$ cat config.mk
export PLATFORM = sky130hd
export DESIGN_NAME = uart_prog_loader
export DESIGN_NICKNAME = d
export VERILOG_FILES = /design/src/rtl/uart_prog_loader.sv
export SDC_FILE = /design/constraint.sdc
export NUM_CORES = 1
export LEC_CHECK = 0
export ABC_AREA = 1
export BUFFER_PORTS_ARGS = -buffer_cell sky130_fd_sc_hd__buf_2
export CAP_MARGIN = 20
export CORE_ASPECT_RATIO = 0.7
export CORE_MARGIN = 2
export CORE_UTILIZATION = 35
export DETAILED_ROUTE_END_ITERATION = 12
export PLACE_DENSITY = 0.56
export REMOVE_ABC_BUFFERS = 1
export SKIP_CTS_REPAIR_TIMING = 1
export SLEW_MARGIN = 20
export SYNTH_ARGS = -nofsm -noshare
export SYNTH_HDL_FRONTEND = slang
export SYNTH_SLANG_ARGS = --single-unit
$ cat constraint.sdc
create_clock -name clk_div -period 4.2 [get_ports clk_div]
set_input_delay 0.63 -clock clk_div [delete_from_list [all_inputs] [get_ports clk_div]]
set_output_delay 0.63 -clock clk_div [all_outputs]
set_load 0.01 [all_outputs]
$ cat src/rtl/uart_prog_loader.sv
// uart_prog_loader
//   Receives a program image over an 8N1 UART line and writes it, one 32-bit
//   word at a time, into instruction memory. The pipeline is held in reset
//   until the whole image has been written.
//
//   Frame format: 0xA5, N (word count), 4*N payload bytes (little-endian words),
//   and, when LOADER_CHECKSUM_EN is defined, one trailing byte equal to the XOR
//   of all payload bytes.
//
//   Configuration macro: LOADER_CHECKSUM_EN (adds the CHK state and XOR check).
//
//   Parameters
//     CLKS_PER_BIT  clk_div cycles per UART bit
//     ADDR_W        instruction-memory word-address width
//   Ports
//     clk_div     in   sole clock, rising edge
//     rst         in   asynchronous active-low reset
//     uart_rx     in   serial line, idle high, LSB first
//     imem_we     out  one-cycle instruction-memory write strobe
//     imem_addr   out  word address of the current write (wraps)
//     imem_wdata  out  instruction word being written
//     core_rst_n  out  active-low pipeline reset, high only once loaded
//     load_done   out  high once the program is loaded and the core released
//     frame_err   out  sticky: a stop bit was sampled low
module uart_prog_loader #(
  parameter int CLKS_PER_BIT = 434,
  parameter int ADDR_W       = 8
) (
  input  logic              clk_div,
  input  logic              rst,
  input  logic              uart_rx,
  output logic              imem_we,
  output logic [ADDR_W-1:0] imem_addr,
  output logic [31:0]       imem_wdata,
  output logic              core_rst_n,
  output logic              load_done,
  output logic              frame_err
);

  localparam int HALF  = CLKS_PER_BIT / 2;
  localparam int CNT_W = $clog2(CLKS_PER_BIT + 1);

  // Reset: asserts asynchronously, releases two clk_div edges later.
  logic [1:0] rstSync;
  logic       rstN;

  always_ff @(posedge clk_div or negedge rst) begin
    if (!rst) rstSync <= 2'b00;
    else      rstSync <= {rstSync[0], 1'b1};
  end
  assign rstN = rstSync[1];

  // Serial input: two synchronizer flops plus one history flop for edge detect.
  // NOTE: these reset to 1 (line idle) so reset release never looks like a start bit.
  logic [2:0] rxPipe;
  logic       rxS;
  logic       rxPrev;

  always_ff @(posedge clk_div or negedge rstN) begin
    if (!rstN) rxPipe <= 3'b111;
    else       rxPipe <= {rxPipe[1:0], uart_rx};
  end
  assign rxS    = rxPipe[1];
  assign rxPrev = rxPipe[2];

  // ---------------------------------------------------------------- receiver
  typedef enum logic [1:0] {RX_IDLE, RX_START, RX_DATA, RX_STOP} rxState_t;
  rxState_t         rxState, rxNext;
  logic [CNT_W-1:0] rxCnt;
  logic [2:0]       bitIdx;
  logic [7:0]       rxByte;
  logic             byteValid;
  logic             stopErr;
  logic             halfTick;
  logic             bitTick;

  assign halfTick = (rxCnt == CNT_W'(HALF - 1));
  assign bitTick  = (rxCnt == CNT_W'(CLKS_PER_BIT - 1));

  // NOTE: every combinational output gets a default first so no latch is inferred.
  always_comb begin
    rxNext = rxState;
    unique case (rxState)
      RX_IDLE:  if (rxPrev && !rxS) rxNext = RX_START;
      // Line back high at mid-start means a glitch: drop it silently.
      RX_START: if (halfTick) rxNext = rxS ? RX_IDLE : RX_DATA;
      RX_DATA:  if (bitTick && bitIdx == 3'd7) rxNext = RX_STOP;
      RX_STOP:  if (bitTick) rxNext = RX_IDLE;
      default:  rxNext = RX_IDLE;
    endcase
  end

  // NOTE: sequential state is written with non-blocking assignments only.
  always_ff @(posedge clk_div or negedge rstN) begin
    if (!rstN) begin
      rxState   <= RX_IDLE;
      rxCnt     <= '0;
      bitIdx    <= '0;
      rxByte    <= '0;
      byteValid <= 1'b0;
      stopErr   <= 1'b0;
    end else begin
      rxState   <= rxNext;
      byteValid <= 1'b0;
      stopErr   <= 1'b0;
      // Counter restarts on every state change and every bit boundary, so the
      // start check lands mid-bit and later samples stay one bit apart.
      if (rxState == RX_IDLE || rxState != rxNext || bitTick) rxCnt <= '0;
      else                                                     rxCnt <= rxCnt + 1'b1;
      if (rxState == RX_START) bitIdx <= '0;
      if (rxState == RX_DATA && bitTick) begin
        rxByte <= {rxS, rxByte[7:1]};
        bitIdx <= bitIdx + 1'b1;
      end
      if (rxState == RX_STOP && bitTick) begin
        byteValid <= rxS;
        stopErr   <= !rxS;
      end
    end
  end

  // ------------------------------------------------------------------ loader
  typedef enum logic [2:0] {
    IDLE, LEN, DATA,
`ifdef LOADER_CHECKSUM_EN
    CHK,
`endif
    DONE, ERR
  } ldState_t;

  ldState_t    ldState, ldNext;
  logic [7:0]  wordCount;
  logic [7:0]  wordIdx;
  logic [1:0]  byteIdx;
  logic [23:0] wordBuf;
  logic        lastWrite;
`ifdef LOADER_CHECKSUM_EN
  logic [7:0]  chkAcc;
`endif

  // wordCount is never 0 while in DATA (N=0 goes straight to DONE).
  assign lastWrite = imem_we && (wordIdx == wordCount - 8'd1);

  // A framing error while a frame is in progress restarts from IDLE so the
  // host can simply resend; ERR is only reached on a checksum mismatch.
  always_comb begin
    ldNext = ldState;
    unique case (ldState)
      IDLE: if (byteValid && rxByte == 8'hA5) ldNext = LEN;
      LEN: begin
        if (stopErr)        ldNext = IDLE;
        else if (byteValid) ldNext = (rxByte == 8'd0) ? DONE : DATA;
      end
      DATA: begin
        if (stopErr) ldNext = IDLE;
`ifdef LOADER_CHECKSUM_EN
        else if (lastWrite) ldNext = CHK;
`else
        else if (lastWrite) ldNext = DONE;
`endif
      end
`ifdef LOADER_CHECKSUM_EN
      CHK: begin
        if (stopErr)        ldNext = IDLE;
        else if (byteValid) ldNext = (rxByte == chkAcc) ? DONE : ERR;
      end
`endif
      DONE:    ldNext = DONE;
      ERR:     ldNext = ERR;
      default: ldNext = IDLE;
    endcase
  end

  always_ff @(posedge clk_div or negedge rstN) begin
    if (!rstN) begin
      ldState    <= IDLE;
      wordCount  <= '0;
      wordIdx    <= '0;
      byteIdx    <= '0;
      wordBuf    <= '0;
      imem_we    <= 1'b0;
      imem_addr  <= '0;
      imem_wdata <= '0;
      core_rst_n <= 1'b0;
      load_done  <= 1'b0;
      frame_err  <= 1'b0;
`ifdef LOADER_CHECKSUM_EN
      chkAcc     <= '0;
`endif
    end else begin
      ldState    <= ldNext;
      // Strobe lands the cycle after the 4th byte of a word.
      imem_we    <= (ldState == DATA) && byteValid && (byteIdx == 2'd3);
      core_rst_n <= (ldNext == DONE);
      load_done  <= (ldNext == DONE);
      if (stopErr) frame_err <= 1'b1;

      if (ldState == LEN && byteValid) begin
        wordCount <= rxByte;
        wordIdx   <= '0;
        byteIdx   <= '0;
        imem_addr <= '0;
`ifdef LOADER_CHECKSUM_EN
        chkAcc    <= '0;
`endif
      end

      if (ldState == DATA && byteValid) begin
        byteIdx <= byteIdx + 1'b1;
        // Little-endian: first byte ends up in bits [7:0].
        wordBuf <= {rxByte, wordBuf[23:8]};
        if (byteIdx == 2'd3) imem_wdata <= {rxByte, wordBuf};
`ifdef LOADER_CHECKSUM_EN
        chkAcc  <= chkAcc ^ rxByte;
`endif
      end

      if (imem_we) begin
        imem_addr <= imem_addr + ADDR_W'(1);
        wordIdx   <= wordIdx + 8'd1;
      end
    end
  end

endmodule
==> results.ini, run 1 <==
[clocking]
h-tree-depth = 4
clock_path_buffers = 2
clock_sinks = 117
cts_tree = built
clock-root-buffer = clkbuf_16
clkTransAtPathRegs_ns = 0.06
clock_latency_ns = 0.41
cts_buffers = 17

[die]
row_count = 37
initial_core_util_pct = 35.5
die_y_um = 106
die-area_sq_mm = 0.0157
die_x_um = 149
core_sq_mm = 0.0145
boundaryPins = 47

[layout]
fin_area_sq_mm = 0.00614
drive_gt1_share_pct = 19.0
fillers = 1425
instances_no_fill = 837
layout.nets = 641
num_antenna_cells = 0
area_growth_pct = 19.1

[global_routing]
grt.overflow.total = 0
grt_max_degree = 51
antenna_found_initial = 0
grt_pass1_vias = 3771
grt_pass1_wl_um = 18100
gr-usage-all-layers_pct = 14.6

[drt]
drt_iter0_markers = 267
antenna_left = 0
routedWlPerCell_um = 12.4
avgViaCountPerCell = 4.55
vias = 3810
wirelength_um = 10400
drc_errors = 0
first_pass_iters = 5

[synthesis]
ys.flop_type = dfrtp_1
yosysUniqueCellTypes = 38
netlist.top_cell.by_area = dfrtp_1
synth_commonest_cells = nand2_1, dfrtp_1, inv_1
synth-seq-cells = 117
yosysMostFrequentCell = nand2_1
synthCells = 576
synth_edf_count = 0
yosysTopAreaCellShare_pct = 55.3
syn_area_sq_mm = 0.00516
ys_top_cells_by_area = dfrtp_1, nand2_1, o21ai_0, inv_1, nor2_1
yosysSeqAreaShare_pct = 56.9
synth-async-reset-ratio_pct = 100
yosysWarningCount = 0
syn_avg_cell_area_sq_um = 8.95

[placed_design]
portBuffers = 46
place_area_sq_mm = 0.00557
gp_congestion = 0.817
placedCellCount = 804
dp_hpwl_um = 7180

[setup_path]
criticalPathCategory = reg2reg
cp_max_fo = 35
arrival_ns = 2.40
start_kind = register
cp_data_required_time_ns = 4.49
critPathCaptureType = register

[outcome]
status = finished, final reports clean

[sta]
final.min_clock_period_ns = 2.10
rsz0062_at_grt = no
relSlewSlack_pct = 55.1
tightest_slew_ns = 0.673
clock_skew_ns = 0.00742
timing.final.crit_share_pct = 50.1
max_freq_ghz = 0.476
final_max_slew_viol_count = 0
finalHoldViolations = 0
fin_setup_tns_ns = 0
fin_hold_ws_ns = 0.322
setup_viol = 0

[power]
p_leak_nw = 3.02
ir_drop_uv = 277
powerDensity_mw_per_mm2 = 433

[worst_hold_path]
holdCritPathClass = in2reg

[run]
cap_violations = 0

[worst max-delay path, stage by stage, from the launching register on]
cell      delay [ns]
dfrtp_1         0.41
inv_1           0.10
nand2_1         0.11
nor2_4          0.03
buf_4           0.22
nand2_2         0.41
clkinv_1        0.46
nand2_1         0.16
nand2_1         0.07
[per-stage QoR]
stage	total power (W)	setup WS (ns)	utilization, %
4_1_cts	0.00270	2.10	42.2
6_report	0.00266	2.10	42.3
2_1_floorplan	0.00129	0.704	-
5_1_grt	0.00278	1.88	42.3
3_5_place_dp	0.00132	2.14	38.3
3_3_place_gp	0.00132	2.19	38.3
[path summary, 6_finish.rpt]
path	start	to	slack (ns)	depth (start not counted)
max in group asynchronous	rstSync[1]	rxByte[3]	2.80	1
worst max-delay path	ldState[0]	imem_wdata[6]	2.10	8
min in group asynchronous	rstSync[1]	rxCnt[0]	0.36	0
worst min register to register	rstSync[0]	rstSync[1]	0.35	0
worst min-delay path	uart_rx	rxPipe[0]	0.32	1
worst max register to register	ldState[0]	imem_wdata[6]	2.10	8
[routing by layer]
metal | track usage [%] | wire length, um
met1 | 21.0 | 5420
met4 | 4.90 | 23
met2 | 21.4 | 4630
met5 | 0 | 0
met3 | 3.59 | 341
[layout by cell type (no fill, tap or decap), types with 11 or more instances in the layout]
cell and count:
buf_2 46, nand3_1 25, nand2_1 155, clkbuf_16 17, nor2_1 38, dfrtp_1 113, o21ai_1 18, nor3_1 11
a21oi_1 11, inv_1 61, o21ai_0 55
[report_power, final]
group	switching [W]	total, W	internal [W]
logic	0.0000791	0.000122	0.0000431
registers	0.0000263	0.00118	0.00115
clock network	0.000560	0.00136	0.000804
total	0.000666	0.00266	0.00200
[logic make-up (layout without fill, tap and decap cells)]
logic type | after synthesis | count (layout) | share of synthesized area (%)
compound gates | 92 | 92 | 9.44
xor+xnor | 9 | 9 | 1.53
other cells | 1 | 1 | 0.0727
buf+inv | 85 | 151 | 6.87
mux | 2 | 2 | 0.388
fa+ha+maj | 9 | 9 | 2.18
flops | 117 | 117 | 56.9
simple gates | 261 | 261 | 22.7
[final cells by class]
class / count / area (sq um) / share of cell area (%)
Sequential cell: 117 / 2940 / 47.8
Multi-Input combinational cell: 374 / 1870 / 30.5
Clock buffer: 19 / 453 / 7.37
Timing Repair Buffer: 51 / 270 / 4.40
Inverter: 68 / 256 / 4.18
Tap cell: 195 / 244 / 3.97
Clock inverter: 13 / 113 / 1.83
[state kept, by name (all words and copies together), names as in the netlist]
name	cells
wordBuf	24
rxPipe	3
rxByte	8
rstSync	2
rxCnt	9
byteValid	1
imem_wdata	32
load_done	1
wordIdx	8
byteIdx	2
ldState	3
frame_err	1
imem_addr	8
rxState	2
stopErr	1
bitIdx	3
imem_we	1
wordCount	8
No activity file was read; power rests on OpenSTA's default activity.
==> run 2, diff against run 1 <==
==> constraint.sdc (replaced) <==
create_clock -name clk_div -period 2.1 [get_ports clk_div]
set_input_delay 0.315 -clock clk_div [delete_from_list [all_inputs] [get_ports clk_div]]
set_output_delay 0.315 -clock clk_div [all_outputs]
set_load 0.01 [all_outputs]
==> results.ini, run 2 (synthesis gave the netlist of run 1 again) <==
[sta]
timing.final.crit_share_pct = 82.5
worst_slack_ns = 0.366
final.min_clock_period_ns = 1.73
final_max_slew_viol_count = 0
max_freq_ghz = 0.577
finalHoldViolations = 0
clock_skew_ns = 0.00794
rsz0062_at_grt = no
tightest_slew_ns = 0.545
relSlewSlack_pct = 63.7
setup_viol = 0

[run]
cap_violations = 0

[die]
die_y_um = 106
row_count = 37
core_sq_mm = 0.0145
die_x_um = 149
boundaryPins = 47
die-area_sq_mm = 0.0157
initial_core_util_pct = 35.5

[power]
ir_drop_uv = 550
powerDensity_mw_per_mm2 = 915
p_leak_nw = 3.10

[layout]
largestRegisters = imem_wdata: 32 flops, wordBuf: 24 flops, rxCnt: 9 flops
num_antenna_cells = 0
final_core_util_pct = 43.3
area_growth_pct = 22.0
regMostFlops = imem_wdata
most-common-layout-cells = nand2_1, dfrtp_1, inv_1, o21ai_0, buf_2
final_common_cell = nand2_1
largest_register_ffs = 32
layout.nets = 647
drive_gt1_share_pct = 19.6

[setup_path]
cp_cell_sequence = inv_1 -> ha_1 -> nand2_1 -> nor2_4 -> nand2_4 -> nor2_4 -> buf_4 -> inv_2 -> nand2_1 -> inv_2 -> a22o_1
reg2regPathDepth = 11
crit_family = simple AND/OR/NAND/NOR gates
cp.depth = 11
critPathCaptureType = register
cp_slowest_stage_delay_ns = 0.38
cp_max_fo = 17
path_buf_inv = 4
criticalPathCategory = reg2reg
start_kind = register
cp_data_required_time_ns = 2.39
slowest_stage = dfrtp_1
ff2ff_setup_slack_ns = 0.37
arrival_ns = 2.03

[placed_design]
dp_hpwl_um = 7220
portBuffers = 46
preCtsSetupSlack_ns = 0.366
gp_congestion = 0.804

[clocking]
cts_tree = built
clock_path_buffers = 2
cts_buffers = 17
clock_sinks = 117
clock-root-buffer = clkbuf_16
clock_latency_ns = 0.41
h-tree-depth = 4
clkTransAtPathRegs_ns = 0.06

[global_routing]
grt_max_degree = 65
grt_pass1_wl_um = 18100
antenna_found_initial = 0
grt.overflow.total = 0
grt_pass1_vias = 3724
gr-usage-all-layers_pct = 14.4

[drt]
wirelength_um = 10400
avgViaCountPerCell = 4.54
antenna_left = 0
drt_iter0_markers = 195
vias = 3829
first_pass_iters = 4
drc_errors = 0
routedWlPerCell_um = 12.3

[outcome]
status = finished, final reports clean

[worst_hold_path]
holdCritPathClass = reg2async

==> run 2: cell count changes in the layout (fill, tap and decap cells not counted) <==
cell           previous run  this run
bufinv_16                 0         4
buf_4                     4         7
buf_12                    0         2
clkbuf_8                  2         0
clkinv_4                  2         0
clkinvlp_4                3         2
dlygate4sd3_1             1         2
inv_6                     7         8
==> run 2: final cells by class <==
type	count	area, sq um
Fill cell	1434	8250
Inverter	68	256
Tap cell	195	244
Clock inverter	15	216
Timing Repair Buffer	57	343
Clock buffer	17	425
Multi-Input combinational cell	374	1870
Sequential cell	117	2940
==> run 2: path summary, 6_finish.rpt <==
| check | from | end |
|---|---|---|
| setup / recovery | rxCnt[1] | bitIdx[2] |
| hold / removal | rstSync[1] | imem_wdata[30] |
| setup reg to reg | rxCnt[1] | bitIdx[2] |
| hold reg to reg | rstSync[1] | imem_wdata[30] |
| max in group asynchronous | rstSync[1] | byteIdx[1] |
| min in group clk_div | rstSync[0] | rstSync[1] |
==> run 2: power by group <==
part | switching, W | internal, W | total, W
registers | 0.0000409 | 0.00230 | 0.00234
clock network | 0.00113 | 0.00202 | 0.00315
logic | 0.000172 | 0.0000919 | 0.000264
==> run 2: through the flow <==
stage               cell area [sq um]  power [W]  hold WS (ns)  instances  setup TNS (ns)
floorplan                        5060    0.00258        0.0194        559         -157.91
global placement                 5630    0.00264         0.101        809               0
detailed placement               5630    0.00265         0.101        809               0
CTS                              6270    0.00582        -0.337        841               0
global route                     6290    0.00598         0.210        843               0
finish                           6290    0.00576         0.187        843               0
==> run 2: worst register-to-register path: cells and delay by family (launching register included) <==
family / cells / cell delay [ns]
adders and majority gates: 1 / 0.16
AOI/OAI and AO/OA: 1 / 0.17
and+or+nand+nor: 5 / 0.49
DFF: 1 / 0.38
buffers and inverters: 4 / 0.43
==> run 2: per-layer routing <==
metal | wire length (um) | GRT usage, % | vias to the layer above
li1 | - | - | 1947
met1 | 5320 | 20.6 | 1820
met2 | 4550 | 20.9 | 50
met3 | 406 | 3.90 | 12
met4 | 118 | 5.71 | 0
met5 | 0 | 0 | -
